File: config.mk
export PLATFORM = sky130hd
export DESIGN_NAME = lap_countdown_timer_flat
export DESIGN_NICKNAME = d
export VERILOG_FILES = /design/src/rtl/lap_countdown_timer_pkg.sv /design/src/rtl/lap_countdown_timer_if.sv /design/src/rtl/lap_countdown_timer_tick_divider.sv /design/src/rtl/lap_countdown_timer.sv /design/src/flat_wrapper.sv
export SDC_FILE = /design/constraint.sdc
export NUM_CORES = 1
export LEC_CHECK = 0
export CORE_ASPECT_RATIO = 0.75
export CORE_MARGIN = 2
export CORE_UTILIZATION = 41
export DETAILED_ROUTE_END_ITERATION = 16
export PLACE_DENSITY = 0.7
export SYNTH_ARGS = -nofsm -noshare
export SYNTH_HDL_FRONTEND = slang
export SYNTH_HIERARCHICAL = 1
export SYNTH_SLANG_ARGS = --single-unit
File: constraint.sdc
create_clock -name clockSignal -period 4.09 [get_ports clockSignal]
set_clock_uncertainty 0.15 [all_clocks]
set_input_delay 0.818 -clock clockSignal [delete_from_list [all_inputs] [get_ports clockSignal]]
set_output_delay 0.818 -clock clockSignal [all_outputs]
set_load 0.01 [all_outputs]
File: src/rtl/lap_countdown_timer_pkg.sv
// lap_countdown_timer_pkg: shared FSM state encoding and mode constants.
package lap_countdown_timer_pkg;
    typedef enum logic [1:0] {IDLE = 2'd0, RUN = 2'd1, PAUSE = 2'd2, RING = 2'd3} state_t;
    localparam logic MODE_SW = 1'b0;
    localparam logic MODE_CD = 1'b1;
endpackage

File: src/rtl/lap_countdown_timer_if.sv
// lap_countdown_timer_if: front-panel buttons, preset and display/alarm outputs.
interface lap_countdown_timer_if #(parameter int CNT_W = 32);
    logic             modeInput;
    logic             startOrStop;
    logic             splitOrReset;
    logic [CNT_W-1:0] presetValue;
    logic             presetLoad;
    logic             mode;
    logic             running;
    logic [CNT_W-1:0] countValue;
    logic [CNT_W-1:0] lapValue;
    logic             lapHeld;
    logic             ringSound;
    logic             overflow;
    modport master (output modeInput, startOrStop, splitOrReset, presetValue, presetLoad,
                    input  mode, running, countValue, lapValue, lapHeld, ringSound, overflow);
    modport slave  (input  modeInput, startOrStop, splitOrReset, presetValue, presetLoad,
                    output mode, running, countValue, lapValue, lapHeld, ringSound, overflow);
endinterface

File: src/rtl/lap_countdown_timer_tick_divider.sv
// lap_countdown_timer_tick_divider: one-cycle tick every DIV clocks, restartable by clr.
module lap_countdown_timer_tick_divider #(
    parameter int DIV = 10
) (
    input  logic clockSignal,
    input  logic resetSignal,
    input  logic clr,
    output logic tick
);
    localparam int W = DIV > 1 ? $clog2(DIV) : 1;
    logic [W-1:0] cnt;
    assign tick = cnt == W'(DIV - 1);
    always_ff @(posedge clockSignal or posedge resetSignal)
        if (resetSignal) cnt <= '0;
        else cnt <= (clr || tick) ? '0 : cnt + 1'b1;
endmodule

File: src/rtl/lap_countdown_timer.sv
// lap_countdown_timer: stopwatch with lap freeze and countdown with alarm.
module lap_countdown_timer
    import lap_countdown_timer_pkg::*;
#(
    parameter int CLK_HZ  = 100,
    parameter int TICK_HZ = 100,
    parameter int CNT_W   = 32
) (
    input  logic clockSignal,
    input  logic resetSignal,
    lap_countdown_timer_if.slave bus
);
    state_t           state;
    logic             mode_r, running, lap_held, ring, ovf, tick;
    logic [CNT_W-1:0] count, lap, preset, pnext;
    logic [2:0]       btn, prev;
    logic             se, pe, me, expired;
    assign btn     = {bus.modeInput, bus.splitOrReset, bus.startOrStop};
    assign se      = btn[0] & ~prev[0];
    assign pe      = btn[1] & ~prev[1] & ~se;
    assign me      = btn[2] & ~prev[2] & ~se & ~pe;
    assign pnext   = bus.presetLoad ? bus.presetValue : preset;
    assign expired = mode_r && count == '0;
    lap_countdown_timer_tick_divider #(.DIV(CLK_HZ / TICK_HZ)) u_div (
        .clockSignal(clockSignal),
        .resetSignal(resetSignal),
        .clr        (se),
        .tick       (tick)
    );
    always_ff @(posedge clockSignal or posedge resetSignal)
        if (resetSignal) begin
            state    <= IDLE;
            mode_r   <= MODE_SW;
            running  <= 1'b0;
            lap_held <= 1'b0;
            ring     <= 1'b0;
            ovf      <= 1'b0;
            count    <= '0;
            lap      <= '0;
            preset   <= '0;
            prev     <= '0;
        end else begin
            prev   <= btn;
            preset <= pnext;
            if (bus.presetLoad && mode_r == MODE_CD && (state == IDLE || state == PAUSE))
                count <= bus.presetValue;
            case (state)
                IDLE, PAUSE: begin
                    if (se) begin
                        state   <= expired ? RING : RUN;
                        running <= !expired;
                        ring    <= expired;
                    end else if (pe && state == IDLE) begin
                        count <= '0;
                        lap   <= '0;
                        ovf   <= 1'b0;
                    end else if (pe) begin
                        state    <= IDLE;
                        count    <= mode_r ? pnext : '0;
                        lap_held <= 1'b0;
                    end else if (me && state == IDLE) begin
                        mode_r <= ~mode_r;
                        count  <= mode_r ? '0 : pnext;
                    end
                end
                RUN: begin
                    if (se) begin
                        state   <= PAUSE;
                        running <= 1'b0;
                    end else if (expired) begin
                        state   <= RING;
                        running <= 1'b0;
                        ring    <= 1'b1;
                    end else begin
                        if (pe) begin
                            lap_held <= ~lap_held;
                            if (!lap_held) lap <= count;
                        end
                        // stopwatch saturates at all-ones instead of wrapping
                        if (tick) begin
                            count <= mode_r ? count - 1'b1 : (&count ? count : count + 1'b1);
                            ovf   <= ovf | (~mode_r & (&count));
                        end
                    end
                end
                RING: begin
                    if (se) begin
                        state <= IDLE;
                        ring  <= 1'b0;
                        count <= pnext;
                    end
                end
                default: state <= IDLE;
            endcase
        end
    assign bus.mode       = mode_r;
    assign bus.running    = running;
    assign bus.countValue = count;
    assign bus.lapValue   = lap_held ? lap : count;
    assign bus.lapHeld    = lap_held;
    assign bus.ringSound  = ring;
    assign bus.overflow   = ovf;
endmodule

File: src/flat_wrapper.sv
// flat-port wrapper written by rule: the top's interface ports become plain ports
module lap_countdown_timer_flat import lap_countdown_timer_pkg::*;
#(
    parameter int CLK_HZ  = 100,
    parameter int TICK_HZ = 100,
    parameter int CNT_W   = 32
)
  (clockSignal, resetSignal, bus_modeInput, bus_startOrStop, bus_splitOrReset, bus_presetValue, bus_presetLoad, bus_mode, bus_running, bus_countValue, bus_lapValue, bus_lapHeld, bus_ringSound, bus_overflow);
  lap_countdown_timer_if #(.CNT_W(CNT_W)) bus_i ();
  input  logic clockSignal;
  input  logic resetSignal;
  input wire logic [$bits(bus_i.modeInput)-1:0] bus_modeInput;
  input wire logic [$bits(bus_i.startOrStop)-1:0] bus_startOrStop;
  input wire logic [$bits(bus_i.splitOrReset)-1:0] bus_splitOrReset;
  input wire logic [$bits(bus_i.presetValue)-1:0] bus_presetValue;
  input wire logic [$bits(bus_i.presetLoad)-1:0] bus_presetLoad;
  output wire logic [$bits(bus_i.mode)-1:0] bus_mode;
  output wire logic [$bits(bus_i.running)-1:0] bus_running;
  output wire logic [$bits(bus_i.countValue)-1:0] bus_countValue;
  output wire logic [$bits(bus_i.lapValue)-1:0] bus_lapValue;
  output wire logic [$bits(bus_i.lapHeld)-1:0] bus_lapHeld;
  output wire logic [$bits(bus_i.ringSound)-1:0] bus_ringSound;
  output wire logic [$bits(bus_i.overflow)-1:0] bus_overflow;
  assign bus_i.modeInput = bus_modeInput;
  assign bus_i.startOrStop = bus_startOrStop;
  assign bus_i.splitOrReset = bus_splitOrReset;
  assign bus_i.presetValue = bus_presetValue;
  assign bus_i.presetLoad = bus_presetLoad;
  assign bus_mode = bus_i.mode;
  assign bus_running = bus_i.running;
  assign bus_countValue = bus_i.countValue;
  assign bus_lapValue = bus_i.lapValue;
  assign bus_lapHeld = bus_i.lapHeld;
  assign bus_ringSound = bus_i.ringSound;
  assign bus_overflow = bus_i.overflow;
  lap_countdown_timer #(.CLK_HZ(CLK_HZ), .TICK_HZ(TICK_HZ), .CNT_W(CNT_W)) u_core (.clockSignal(clockSignal), .resetSignal(resetSignal), .bus(bus_i));
endmodule
==> impl_metrics.ini <==
[place]
globalplace.congestion = 0.951
dpl.cell_count = 1265
post_dp_cell_area_sq_um = 9320
dpl.hpwl_um = 20100
io_buffers = 106

[final_layout]
final_common_cell = nand2_1
area_growth_pct = 21.0
instances_no_fill = 1281
diodes = 0
layout_common_cells = 114 x nand2_1, 107 x dfrtp_1, 105 x clkdlybuf4s50_1, 84 x o21ai_0, 71 x a21oi_1
stdcell_area_sq_um = 9640
drive_gt1_share_pct = 11.9
final_nets = 1092

[sta]
hold_viol_final = 0
worst_pin_slew_ns = 0.908
maxSlewViolCount = 0
fin_crit_ns = 3.71
finalCritPeriodShare_pct = 90.7
fmaxAchievable_mhz = 270
rsz0062_at_grt = false
finalSetupViolations = 0
fin_setup_tns_ns = 0
slew_headroom_pct = 39.4

[clock_network]
clkSinkCount = 107
cts_tree = built
postCtsResizedCells = 0
clockBufferDepth = 2
post_cts_buffers = 0
clk_latency_ns = 0.37
path_clk_slew_ns = 0.08
postCtsHoldBufs = 0
h-tree-depth = 3
numCtsBuffers = 9
cts_root_buffer = clkbuf_16

[yosys]
ys_ff_latch = 107
synth.top_cells.by_area = dfrtp_1 34%, mux2_2 6.6%, mux2i_1 6.2%
ys.flop_type = dfrtp_1
syn_area_sq_um = 7960
netlist.area_leader.share_pct = 33.6
synthCells = 932
synth.distinct_cells = 75
syn-num-nets = 1001
synth_edf_count = 0
synth_area_per_cell_sq_um = 8.54
synth.largest_area_cell = dfrtp_1
synth-async-reset-ratio_pct = 100
yosysWarnings = 6
seq_area_frac_synth_pct = 33.6

[floorplanning]
dieArea_sq_um = 20600
start_util_pct = 41.4
die-width_um = 165
core_area_sq_um = 19200
die_h_um = 125
io_pins = 107
row_count = 44

[global_routing]
grt_max_degree = 65
antenna_found_initial = 0
grt_pass1_wl_um = 42600
grt_overflow = 0
grt_use_total_pct = 27.1
first_global_vias = 7355

[worst_setup_path]
crit_path_end_kind = register
rr_endpoint = u_core/bus.countValue[31]$_DFFE_PP0P_
slowest_stage = or4_1
crit_arrival_ns = 3.78
crit_path_max_incr_delay_ns = 0.84
reg2regPathDepth = 8
cp-start-kind = register
crit_type = register to register
r2r_slack_ns = 0.38
cp-startpoint = u_core/bus.countValue[3]$_DFFE_PP0P_
r2r-start = u_core/bus.countValue[3]$_DFFE_PP0P_
path_cells = nor4_1 > nand4_1 > or4_1 > nand3_4 > buf_4 > a21oi_1 > a2111oi_1 > o211ai_1
cp.required_ns = 4.16
critPathMaxFanout = 20

[min_path]
min_to = u_core/lap[6]$_DFFE_PP0P_
holdPathStages = 2
holdCritPathClass = register to register
worstHoldStart = u_core/lap[6]$_DFFE_PP0P_

[detailed_routing]
vias = 7845
avgRoutedWirePerCell_um = 21.5
postRouteAntennaNets = 0
drc_errors = 0
drt_wl_total_um = 27600
dr.pass1.iters = 5
drt_iter0_drc = 921
via_per_inst = 6.12

[power_and_ir_drop]
power_mw = 8.33
p_leak_nw = 4.22
power.density_nw_per_um2 = 865
ir_drop_v = 0.000322

[run_status]
status = completed

[job]
maxCapViolCount = 0
metal layers:
metal	vias to the layer above	track usage, %	wire length (um)
met4	0	5.93	456
met3	36	9.09	3510
met1	3746	41.1	12400
li1	3604	-	-
met5	-	0	0
met2	459	36.9	11200
report_power, final:
group | switching, mW | internal (mW) | total, mW
logic | 3.24 | 2.33 | 5.58
registers | 0.439 | 1.34 | 1.78
clock network | 0.436 | 0.540 | 0.977
total | 4.12 | 4.21 | 8.33
sequential cells by signal (all words and copies together), names as in the netlist:
register,count
u_core/bus.ringSound,1
u_core/bus.mode,1
u_core/prev,3
u_core/bus.overflow,1
u_core/state,2
u_core/u_div/cnt,1
u_core/preset,32
u_core/lap,32
u_core/bus.lapHeld,1
u_core/bus.countValue,32
u_core/bus.running,1
metrics by stage:
stage          hold WS (ns)  util [%]  worst slack, ns
2_1_floorplan         0.294         -            0.333
3_3_place_gp          0.306      48.5            0.476
3_5_place_dp          0.316      48.5            0.417
4_1_cts               0.333      50.2            0.611
5_1_grt               0.356      50.2            0.290
6_report              0.333      50.2            0.382
cells in the mapped netlist, types with 3 or more instances:
cell and number:
a211oi_1 16, a21o_1 14, a21oi_1 71, a22oi_1 11
a31o_2 3, a31oi_1 4, and2_1 4, and3_1 6
and4_1 3, buf_2 17, buf_6 6, clkbuf_1 34
clkbuf_2 3, dfrtp_1 107, ha_1 30, inv_1 34
mux2_2 47, mux2i_1 49, nand2_1 114, nand2b_1 6
nand3_1 23, nand3b_1 3, nand4_1 12, nor2_1 58
nor2_2 4, nor2b_1 4, nor3_1 12, nor4_1 11
o211ai_1 10, o21a_1 4, o21ai_0 84, o21ai_1 10
o21bai_1 7, o221ai_1 7, o22ai_1 31, o31ai_1 5
xnor2_1 17, xor2_1 7
layout make-up:
| type | count | area, sq um |
|---|---|---|
| clock buffer | 10 | 229 |
| clock inverter | 6 | 87.6 |
| multi-input combinational | 727 | 4830 |
| sequential | 107 | 2680 |
| fill | 1822 | 9580 |
| timing repair buffer | 143 | 1360 |
| inverter | 35 | 134 |
| tap | 253 | 317 |
kinds of logic (layout without fill, tap and decap cells):
family | count (synthesis) | in the layout | synth area share [%]
xor+xnor | 24 | 24 | 2.64
mux | 96 | 96 | 12.8
buf+inv | 98 | 194 | 5.69
flops | 107 | 107 | 33.6
compound gates | 304 | 304 | 24.3
simple gates | 271 | 271 | 15.9
fa+ha+maj | 31 | 31 | 4.96
other cells | 1 | 1 | 0.0471
worst max-delay path by stage:
stage                                                        to  slack (ns)
after global placement    u_core/bus.countValue[19]$_DFFE_PP0P_        0.48
after floorplan            u_core/bus.countValue[0]$_DFFE_PP0P_        0.33
after global routing      u_core/bus.countValue[30]$_DFFE_PP0P_        0.29
after detailed placement  u_core/bus.countValue[19]$_DFFE_PP0P_        0.42
after CTS                 u_core/bus.countValue[31]$_DFFE_PP0P_        0.61
final                     u_core/bus.countValue[31]$_DFFE_PP0P_        0.38
critical path: cells and delay by family (launching register included):
kind,cells,cell delay (ns)
flip-flops,1,0.55
AO/OA/AOI/OAI,3,0.71
AND/OR/NAND/NOR,4,1.84
buffers and inverters,1,0.30
Power figures use the tool's default switching activity.
